### src/rtl/vad_hangover.sv
// Per-frame VAD decision smoother: onset confirmation followed by a hangover
// window, producing a registered speech flag with valid/rise/fall strobes.
module vad_hangover #(
    parameter int ONSET_FRAMES    = 3,
    parameter int HANGOVER_FRAMES = 8,
    parameter int CNT_W           = 4
) (
    input  logic clk,
    input  logic rst_n,
    input  logic enable,
    input  logic clear,
    input  logic frame_valid,
    input  logic frame_result,
    output logic vad_out,
    output logic vad_valid,
    output logic vad_rise,
    output logic vad_fall
);

    localparam logic [1:0] SILENCE  = 2'd0;
    localparam logic [1:0] ONSET    = 2'd1;
    localparam logic [1:0] SPEECH   = 2'd2;
    localparam logic [1:0] HANGOVER = 2'd3;

    localparam logic [CNT_W:0]   ONSET_LIM = (CNT_W + 1)'(ONSET_FRAMES);
    localparam logic [CNT_W-1:0] HANG_LIM  = CNT_W'(HANGOVER_FRAMES);

    logic [1:0]       state_reg, state_next;
    logic [CNT_W-1:0] cnt_reg, cnt_next;
    logic [CNT_W:0]   cnt_inc;
    logic             vad_out_reg, vad_valid_reg, vad_rise_reg, vad_fall_reg;
    logic             rise_next, fall_next;
    logic             accept;

    assign accept  = enable & ~clear & frame_valid;
    // One extra bit so the onset comparison cannot alias on a wrapped count.
    assign cnt_inc = {1'b0, cnt_reg} + (CNT_W + 1)'(1);

    always_comb begin
        state_next = state_reg;
        cnt_next   = cnt_reg;
        rise_next  = 1'b0;
        fall_next  = 1'b0;
        case (state_reg)
            SILENCE: begin
                if (frame_result) begin
                    if (ONSET_FRAMES == 1) begin
                        state_next = SPEECH;
                        cnt_next   = '0;
                        rise_next  = 1'b1;
                    end else begin
                        state_next = ONSET;
                        cnt_next   = CNT_W'(1);
                    end
                end else begin
                    cnt_next = '0;
                end
            end
            ONSET: begin
                if (frame_result) begin
                    if (cnt_inc == ONSET_LIM) begin
                        state_next = SPEECH;
                        cnt_next   = '0;
                        rise_next  = 1'b1;
                    end else begin
                        cnt_next = cnt_inc[CNT_W-1:0];
                    end
                end else begin
                    state_next = SILENCE;
                    cnt_next   = '0;
                end
            end
            SPEECH: begin
                if (!frame_result) begin
                    state_next = HANGOVER;
                    cnt_next   = CNT_W'(1);
                end
            end
            default: begin
                // HANGOVER: a speech frame silently resumes SPEECH
                if (frame_result) begin
                    state_next = SPEECH;
                    cnt_next   = '0;
                end else if (cnt_reg == HANG_LIM) begin
                    state_next = SILENCE;
                    cnt_next   = '0;
                    fall_next  = 1'b1;
                end else begin
                    cnt_next = cnt_inc[CNT_W-1:0];
                end
            end
        endcase
    end

    always_ff @(posedge clk or negedge rst_n) begin
        if (!rst_n) begin
            state_reg     <= SILENCE;
            cnt_reg       <= '0;
            vad_out_reg   <= 1'b0;
            vad_valid_reg <= 1'b0;
            vad_rise_reg  <= 1'b0;
            vad_fall_reg  <= 1'b0;
        end else if (clear) begin
            state_reg     <= SILENCE;
            cnt_reg       <= '0;
            vad_out_reg   <= 1'b0;
            vad_valid_reg <= 1'b0;
            vad_rise_reg  <= 1'b0;
            vad_fall_reg  <= 1'b0;
        end else if (accept) begin
            state_reg     <= state_next;
            cnt_reg       <= cnt_next;
            vad_out_reg   <= (state_next == SPEECH) || (state_next == HANGOVER);
            vad_valid_reg <= 1'b1;
            vad_rise_reg  <= rise_next;
            vad_fall_reg  <= fall_next;
        end else begin
            vad_valid_reg <= 1'b0;
            vad_rise_reg  <= 1'b0;
            vad_fall_reg  <= 1'b0;
        end
    end

    assign vad_out   = vad_out_reg;
    assign vad_valid = vad_valid_reg;
    assign vad_rise  = vad_rise_reg;
    assign vad_fall  = vad_fall_reg;

endmodule

### config.mk
export PLATFORM = sky130hd
export DESIGN_NAME = vad_hangover
export DESIGN_NICKNAME = d
export VERILOG_FILES = /design/src/rtl/vad_hangover.sv
export SDC_FILE = /design/constraint.sdc
export NUM_CORES = 1
export LEC_CHECK = 0
export BUFFER_PORTS_ARGS = -buffer_cell sky130_fd_sc_hd__clkbuf_2
export CORE_MARGIN = 3
export CORE_UTILIZATION = 35
export DETAILED_ROUTE_END_ITERATION = 6
export PLACE_DENSITY = 0.6
export SLEW_MARGIN = 20
export SYNTH_ARGS = -nofsm -noshare
export SYNTH_HDL_FRONTEND = slang
export SYNTH_SLANG_ARGS = --single-unit
### constraint.sdc
create_clock -name clk -period 3.25 [get_ports clk]
set_input_delay 0.65 -clock clk [delete_from_list [all_inputs] [get_ports clk]]
set_output_delay 0.65 -clock clk [all_outputs]
set_load 0.01 [all_outputs]
==> results of run 1 <==
-- where the power goes --
part	internal, mW	total, mW	switching [mW]
combinational	0.00769	0.0206	0.0129
clock	0.0679	0.110	0.0421
sequential	0.126	0.129	0.00255
-- area by class of cell --
cell class	count	share of cell area, %
Tap cell	16	2.847
Inverter	4	2.135
Sequential cell	10	35.59
Multi-Input combinational cell	49	47.86
Clock buffer	4	5.160
Timing Repair Buffer	9	6.406
-- cells by family (layout without fill, tap and decap cells) --
| family | Yosys count | count (layout) | synth area share [%] |
|---|---|---|---|
| buffers and inverters | 4 | 17 | 2.494 |
| AOI/OAI and AO/OA | 19 | 19 | 23.70 |
| and+or+nand+nor | 26 | 26 | 24.53 |
| adders and majority gates | 3 | 3 | 6.238 |
| DFF | 10 | 10 | 41.58 |
| xor gates and xnor gates | 1 | 1 | 1.456 |
-- synth_stat cells (all sizes together) --
cell	number
o21ai	3
nor4	1
o2bb2ai	1
nand2	8
or2	1
a32o	1
nor2	1
inv	4
a31o	1
and2	1
dfrtp	10
nand3b	3
a211oi	3
nand3	2
nand2b	3
ha	3
nand4b	1
a21o	1
o31ai	1
a21oi	3
xor2	1
a21boi	1
o41ai	1
a31oi	2
and4	1
a311o	1
nor3	1
nor2b	2
and3b	1
-- critical path, delay by kind of cell, from the launching register on --
family | cells | cell delay [ns]
AOI/OAI and AO/OA | 3 | 0.55
DFF | 1 | 0.42
and+or+nand+nor | 1 | 0.22
adders and majority gates | 1 | 0.25
-- worst max-delay path by stage --
stage / depth (start not counted) / endpoint / slack, ns
6_report: 5 / vad_out$_DFFE_PN0P_ / 1.70
5_1_grt: 5 / vad_out$_DFFE_PN0P_ / 1.51
4_1_cts: 5 / vad_out$_DFFE_PN0P_ / 1.68
3_5_place_dp: 5 / cnt_reg[2]$_DFFE_PN0P_ / 1.61
3_3_place_gp: 5 / cnt_reg[2]$_DFFE_PN0P_ / 1.53
2_1_floorplan: 5 / vad_out$_DFFE_PN0P_ / 1.85
-- per-layer routing --
metal	part of all wire, %	up-vias	GRT usage (%)
li1	-	259	-
met1	46	230	16.82
met2	45	19	17.38
met3	8.8	2	6.767
met4	0.76	0	3.315
met5	0	-	0
==> tab_implementation.tex, run 1 <==
\begin{tabular}{lr}
\hline
Metric & Value \\
\hline
\multicolumn{2}{l}{\textbf{Synthesis}} \\
Fraction of the yosys area taken by sequential cells & 41.58\% \\
Flop and latch count out of synthesis & 10 \\
Avg Synthesized Cell Area & 9.553 sq um \\
Synth unique cells & 32 \\
Number of warnings issued by yosys & 0 \\
Cell taking the most area after synthesis & sky130\_fd\_sc\_hd\_\_dfrtp\_1 \\
Instance count of the mapped netlist & 63 \\
Main area contributors after synthesis & sky130\_fd\_sc\_hd\_\_dfrtp\_1 (42\%), sky130\_fd\_sc\_hd\_\_ha\_1 (6.2\%), sky130\_fd\_sc\_hd\_\_nand2\_1 (5.0\%) \\
Cell area after synthesis & 601.8 sq um \\
Synthesized net count & 72 \\
Area share of the leading cell type in the synthesized netlist & 41.58\% \\
\multicolumn{2}{l}{\textbf{Floorplanning}} \\
Die span in x & 47.47 um \\
Std-Cell Rows & 14 \\
Core Area & 1559 sq um \\
Io pins & 10 \\
Starting density of the core & 38.60\% \\
Die Outline Area & 2253 sq um \\
Die Ht & 47.47 um \\
\multicolumn{2}{l}{\textbf{Final layout}} \\
Final-layout fill cell count & 161 \\
Util after Layout & 45.10\% \\
Number of flip-flops in the largest register & 4 \\
Layout cells sized above 1 & 19.74\% \\
Most frequent cells in the layout & sky130\_fd\_sc\_hd\_\_dfrtp\_1 (10), sky130\_fd\_sc\_hd\_\_clkbuf\_2 (9), sky130\_fd\_sc\_hd\_\_nand2\_1 (8), sky130\_fd\_sc\_hd\_\_inv\_1 (4) \\
Total Nets Final & 86 \\
Storage element area & 250.2 sq um \\
Area growth, synth to finish & 16.84\% \\
Diode count & 0 \\
Most common cell after layout, fill and taps aside & sky130\_fd\_sc\_hd\_\_dfrtp\_1 \\
Post-layout instance count excluding filler cells & 92 \\
Final design instance area without fill & 703.2 sq um \\
Combined area of the multi-input logic cells & 336.6 sq um \\
\multicolumn{2}{l}{\textbf{Timing}} \\
Max Freq & 0.6470 GHz \\
Worst-margin pin slew & 0.3766 ns \\
Number of endpoints with negative hold slack in the final report & 0 \\
Number of setup violations in the final report & 0 \\
Period utilization & 47.56\% \\
Setup tns final & 0 ns \\
Crit path setup slack, layout & 1.704 ns \\
Unrepaired setup endpoints after global routing & no \\
Worst clock skew on the final layout & 0.009637 ns \\
Max Transition Viols Final & 0 \\
Worst rel slew slack & 74.78\% \\
Minimum clock period after layout & 1.546 ns \\
WHS & 0.2297 ns \\
\multicolumn{2}{l}{\textbf{CTS}} \\
Hold buffer count at CTS & 0 \\
CTS Buffer Depth & 2 \\
Skew-Pair Late Insertion Delay & 0.27 ns \\
Number of gates resized after CTS & 0 \\
Clock root buffer master & sky130\_fd\_sc\_hd\_\_clkbuf\_4 \\
Max H-tree Level & 1 \\
Clock-pin slew on the worst setup and hold paths & 0.07 ns \\
CTS tree & yes \\
CTS buffer count & 3 \\
Setup Buffers After CTS & 0 \\
Clock sink total & 10 \\
\multicolumn{2}{l}{\textbf{Worst setup path}} \\
Startpoint of the worst setup timing path & cnt\_reg[0]\$\_DFFE\_PN0P\_ \\
Capture instance of the worst register-to-register path & vad\_out\$\_DFFE\_PN0P\_ \\
Slowest cell on crit path & sky130\_fd\_sc\_hd\_\_dfrtp\_1 \\
R2R setup slack & 1.70 ns \\
Path depth of the worst reg2reg path & 5 \\
Launching point of the worst reg2reg path & cnt\_reg[0]\$\_DFFE\_PN0P\_ \\
Data arrival, critical path & 1.71 ns \\
Max stage delay on crit path & 0.42 ns \\
Required time of the worst setup path & 3.41 ns \\
Sequence of cells on the critical path & ha\_1, or2\_1, o21ai\_2, a31oi\_1, o41ai\_1 \\
CP Max Fanout & 5 \\
Kind of end point of the critical path & flop \\
Setup CP Type & flop to flop \\
Element type at the critical path start & flop \\
\multicolumn{2}{l}{\textbf{Global route}} \\
Maximum number of pins on one net before global-route repair & 11 \\
Initial antenna violation count & 0 \\
Gr usage total & 12.53\% \\
Wire length of the first global-routing pass & 1.911 mm \\
Remaining Overflow, GRT & 0 \\
Via count of the first global-routing pass & 433 \\
\multicolumn{2}{l}{\textbf{Route}} \\
Wire length reported by the detailed router & 1.180 mm \\
Length of the first detailed-routing pass in iterations & 4 \\
Average routed wire per standard cell & 12.83 um \\
Vias per cell & 5.543 \\
Routed via count & 510 \\
DRC viols & 0 \\
Number of nets still failing antenna checks after routing & 0 \\
Initial drt markers & 16 \\
\multicolumn{2}{l}{\textbf{Status}} \\
Run status & completed \\
\multicolumn{2}{l}{\textbf{Power}} \\
Leakage power figure & 0.3113 nW \\
Areal power density over the cells & 369.0 nW/um\^{}2 \\
Largest vdd supply drop & 0.2638 mV \\
Total Power Consumption & 0.2595 mW \\
\multicolumn{2}{l}{\textbf{Min path}} \\
Path class of the lowest-slack min-delay path & input port to asynchronous set/reset pin \\
\multicolumn{2}{l}{\textbf{Placed design}} \\
Dpl cell area & 666.9 sq um \\
Detailed-placement wirelength estimate & 939.2 um \\
Routability cong. & 0.7574 \\
Cell count after placement & 88 \\
Post-place setup slack & 1.611 ns \\
I/O Buffers & 9 \\
\multicolumn{2}{l}{\textbf{Flow run}} \\
Max\_cap viols & 0 \\
\hline
\end{tabular}
Note: power is estimated with default switching activity, not from simulation.
==> run 2, diff against run 1 <==
- clock period: 3.25 -> 1.6 ns (I/O delays scaled with it)
==> run 2 against run 1 <==
  * Critical path depth unchanged
  * First-iteration DRC count rose by 120%
  * Design area increased by 2.3%
  * Highest routed layer unchanged
  * Global-route usage is 0.28 points lower
  * Largest power group unchanged
  * Via count rose by 4.3%
  * Power rose by 100%
==> tab_implementation.tex, run 2 (synthesis gave the netlist of run 1 again) <==
\begin{tabular}{lr}
\hline
Metric & Value \\
\hline
\multicolumn{2}{l}{\textbf{Timing}} \\
Minimum clock period after layout & 1.472 ns (-0.07381 ns) \\
Period utilization & 91.99\% (+44 points) \\
Number of setup violations in the final report & 0 (unchanged) \\
Setup tns final & 0 ns (unchanged) \\
WHS & 0.2871 ns (+0.05743 ns) \\
Worst-margin pin slew & 0.4117 ns (+0.03513 ns) \\
Worst clock skew on the final layout & 0.005367 ns (-0.004270 ns) \\
Number of endpoints with negative hold slack in the final report & 0 (unchanged) \\
Max Freq & 0.6794 GHz (+5.0\%) \\
Unrepaired setup endpoints after global routing & no \\
Max Transition Viols Final & 0 (unchanged) \\
Worst rel slew slack & 72.42\% (-2.4 points) \\
\multicolumn{2}{l}{\textbf{CTS}} \\
Skew-Pair Late Insertion Delay & 0.27 ns (about the same) \\
Clock-pin slew on the worst setup and hold paths & 0.07 ns (about the same) \\
Clock sink total & 10 (unchanged) \\
CTS buffer count & 3 (unchanged) \\
Setup Buffers After CTS & 0 (unchanged) \\
Clock root buffer master & sky130\_fd\_sc\_hd\_\_clkbuf\_4 \\
CTS Buffer Depth & 2 (unchanged) \\
CTS tree & yes \\
Max H-tree Level & 1 (unchanged) \\
\multicolumn{2}{l}{\textbf{Power}} \\
Areal power density over the cells & 736.7 nW/um\^{}2 (+100\%) \\
Leakage power figure & 0.3107 nW (-0.17\%) \\
Largest vdd supply drop & 0.5274 mV (+100\%) \\
\multicolumn{2}{l}{\textbf{Worst setup path}} \\
CP Max Fanout & 5 (unchanged) \\
Family of cells with the greatest summed delay on the critical path & compound AO/OA/AOI/OAI gates \\
Path depth of the worst reg2reg path & 5 (unchanged) \\
Kind of end point of the critical path & flop \\
Sequence of cells on the critical path & ha\_2, or2\_1, o21ai\_2, a31oi\_1, o41ai\_1 \\
Max stage delay on crit path & 0.42 ns (about the same) \\
Count of buffer and inverter cells on the critical path & 0 (unchanged) \\
Element type at the critical path start & flop \\
Capture instance of the worst register-to-register path & vad\_out\$\_DFFE\_PN0P\_ \\
Launching point of the worst reg2reg path & cnt\_reg[0]\$\_DFFE\_PN0P\_ \\
Required time of the worst setup path & 1.76 ns (-1.65 ns) \\
R2R setup slack & 0.13 ns (-1.58 ns) \\
Slowest cell on crit path & sky130\_fd\_sc\_hd\_\_dfrtp\_1 \\
Setup CP Type & flop to flop \\
Data arrival, critical path & 1.63 ns (-0.08 ns) \\
\multicolumn{2}{l}{\textbf{Global route}} \\
Wire length of the first global-routing pass & 1.883 mm (-1.5\%) \\
Remaining Overflow, GRT & 0 (unchanged) \\
Via count of the first global-routing pass & 416 (-3.9\%) \\
Maximum number of pins on one net before global-route repair & 11 (unchanged) \\
Initial antenna violation count & 0 (unchanged) \\
Gr usage total & 12.25\% (-0.28 points) \\
\multicolumn{2}{l}{\textbf{Final layout}} \\
Layout cells sized above 1 & 23.38\% (+3.6 points) \\
Total Nets Final & 87 (+1.2\%) \\
Diode count & 0 (unchanged) \\
Final design instance area without fill & 719.4 sq um (+2.3\%) \\
Area growth, synth to finish & 19.54\% \\
Number of flip-flops in the largest register & 4 (unchanged) \\
Most frequent cells in the layout & sky130\_fd\_sc\_hd\_\_dfrtp\_1 (9), sky130\_fd\_sc\_hd\_\_clkbuf\_2 (9), sky130\_fd\_sc\_hd\_\_nand2\_1 (8), sky130\_fd\_sc\_hd\_\_inv\_1 (4) \\
Final-layout fill cell count & 150 (-6.8\%) \\
\multicolumn{2}{l}{\textbf{Min path}} \\
Path class of the lowest-slack min-delay path & input port to flop \\
Worst Hold Endpoint & state\_reg[0]\$\_DFFE\_PN0P\_ \\
WHS Path Cells & 2 \\
Launch point of the worst hold path & clear \\
\multicolumn{2}{l}{\textbf{Floorplanning}} \\
Die span in x & 47.47 um (unchanged) \\
Starting density of the core & 38.60\% (unchanged) \\
Io pins & 10 (unchanged) \\
Std-Cell Rows & 14 (unchanged) \\
Die Ht & 47.47 um (unchanged) \\
Die Outline Area & 2253 sq um (unchanged) \\
Core Area & 1559 sq um (unchanged) \\
\multicolumn{2}{l}{\textbf{Route}} \\
Initial drt markers & 35 (+19) \\
Wire length reported by the detailed router & 1.295 mm (+9.7\%) \\
Number of nets still failing antenna checks after routing & 0 (unchanged) \\
DRC viols & 0 (unchanged) \\
Vias per cell & 5.720 (+3.2\%) \\
Routed via count & 532 (+4.3\%) \\
Average routed wire per standard cell & 13.92 um (+8.6\%) \\
Length of the first detailed-routing pass in iterations & 4 (unchanged) \\
\multicolumn{2}{l}{\textbf{Flow run}} \\
Max\_cap viols & 0 (unchanged) \\
\multicolumn{2}{l}{\textbf{Placed design}} \\
I/O Buffers & 9 (unchanged) \\
Detailed-placement wirelength estimate & 957.7 um (+2.0\%) \\
Routability cong. & 0.8618 (+14\%) \\
Dpl cell area & 666.9 sq um (unchanged) \\
\multicolumn{2}{l}{\textbf{Status}} \\
Run status & completed \\
\hline
\end{tabular}
## run 2: cell count changes in the layout (fill, tap and decap cells not counted)
| cell | delta |
|---|---|
| sky130_fd_sc_hd__dfrtp_1 | -1 |
| sky130_fd_sc_hd__nor2b_1 | -1 |
| sky130_fd_sc_hd__dfrtp_2 | +1 |
| sky130_fd_sc_hd__ha_1 | -1 |
| sky130_fd_sc_hd__nor2b_2 | +1 |
| sky130_fd_sc_hd__ha_2 | +1 |
| sky130_fd_sc_hd__dlygate4sd3_1 | +1 |
## run 2: final cells by class
type	instances	area (sq um)	area share, %
Sequential cell	10	251.5	34.96
Clock buffer	4	36.28	5.043
Tap cell	16	20.02	2.783
Multi-Input combinational cell	49	341.6	47.48
Inverter	4	15.01	2.087
Timing Repair Buffer	10	55.05	7.652
## run 2: how the worst max path moves through the flow
stage,from,endpoint,slack [ns],depth (start not counted)
6_report,cnt_reg[0]$_DFFE_PN0P_,vad_out$_DFFE_PN0P_,0.13,5
5_1_grt,cnt_reg[0]$_DFFE_PN0P_,vad_out$_DFFE_PN0P_,0.04,5
4_1_cts,cnt_reg[0]$_DFFE_PN0P_,vad_out$_DFFE_PN0P_,0.03,5
3_5_place_dp,cnt_reg[1]$_DFFE_PN0P_,vad_out$_DFFE_PN0P_,0.04,5
3_3_place_gp,cnt_reg[1]$_DFFE_PN0P_,vad_out$_DFFE_PN0P_,0.07,5
2_1_floorplan,cnt_reg[0]$_DFFE_PN0P_,vad_out$_DFFE_PN0P_,0.20,5
## run 2: timing repair
item,CTS,global route
hold buffers,1,0
setup endpoints to repair,0,2
hold endpoints to repair,10,0
gates resized for setup,0,3
## run 2: metrics by stage
stage / instances / power [mW] / setup slack, ns / util [%]
finish: 93 / 0.5300 / 0.1281 / 46.15
global route: 93 / 0.5552 / 0.03833 / 46.15
CTS: 93 / 0.5397 / 0.02943 / 45.75
detailed placement: 88 / 0.3086 / 0.04474 / 42.78
global placement: 88 / 0.3086 / 0.06818 / 42.78
floorplan: 63 / 0.2855 / 0.2017 / -
## run 2: report_power, final
group	switching [mW]	leakage [nW]	internal, mW	total (mW)
registers	0.00517	0.136	0.257	0.262
clock network	0.0858	0.0210	0.138	0.224
logic	0.0274	0.153	0.0171	0.0444
## run 2: metal layers
metal / wire [um] / vias to the layer above / track usage (%) / part of all wire [%]
li1: - / 263 / - / -
met1: 609 / 248 / 18.08 / 47
met4: 9 / 0 / 1.657 / 0.69
met5: 0 / - / 0 / 0
met2: 573 / 19 / 16.58 / 44
met3: 102 / 2 / 5.639 / 7.9
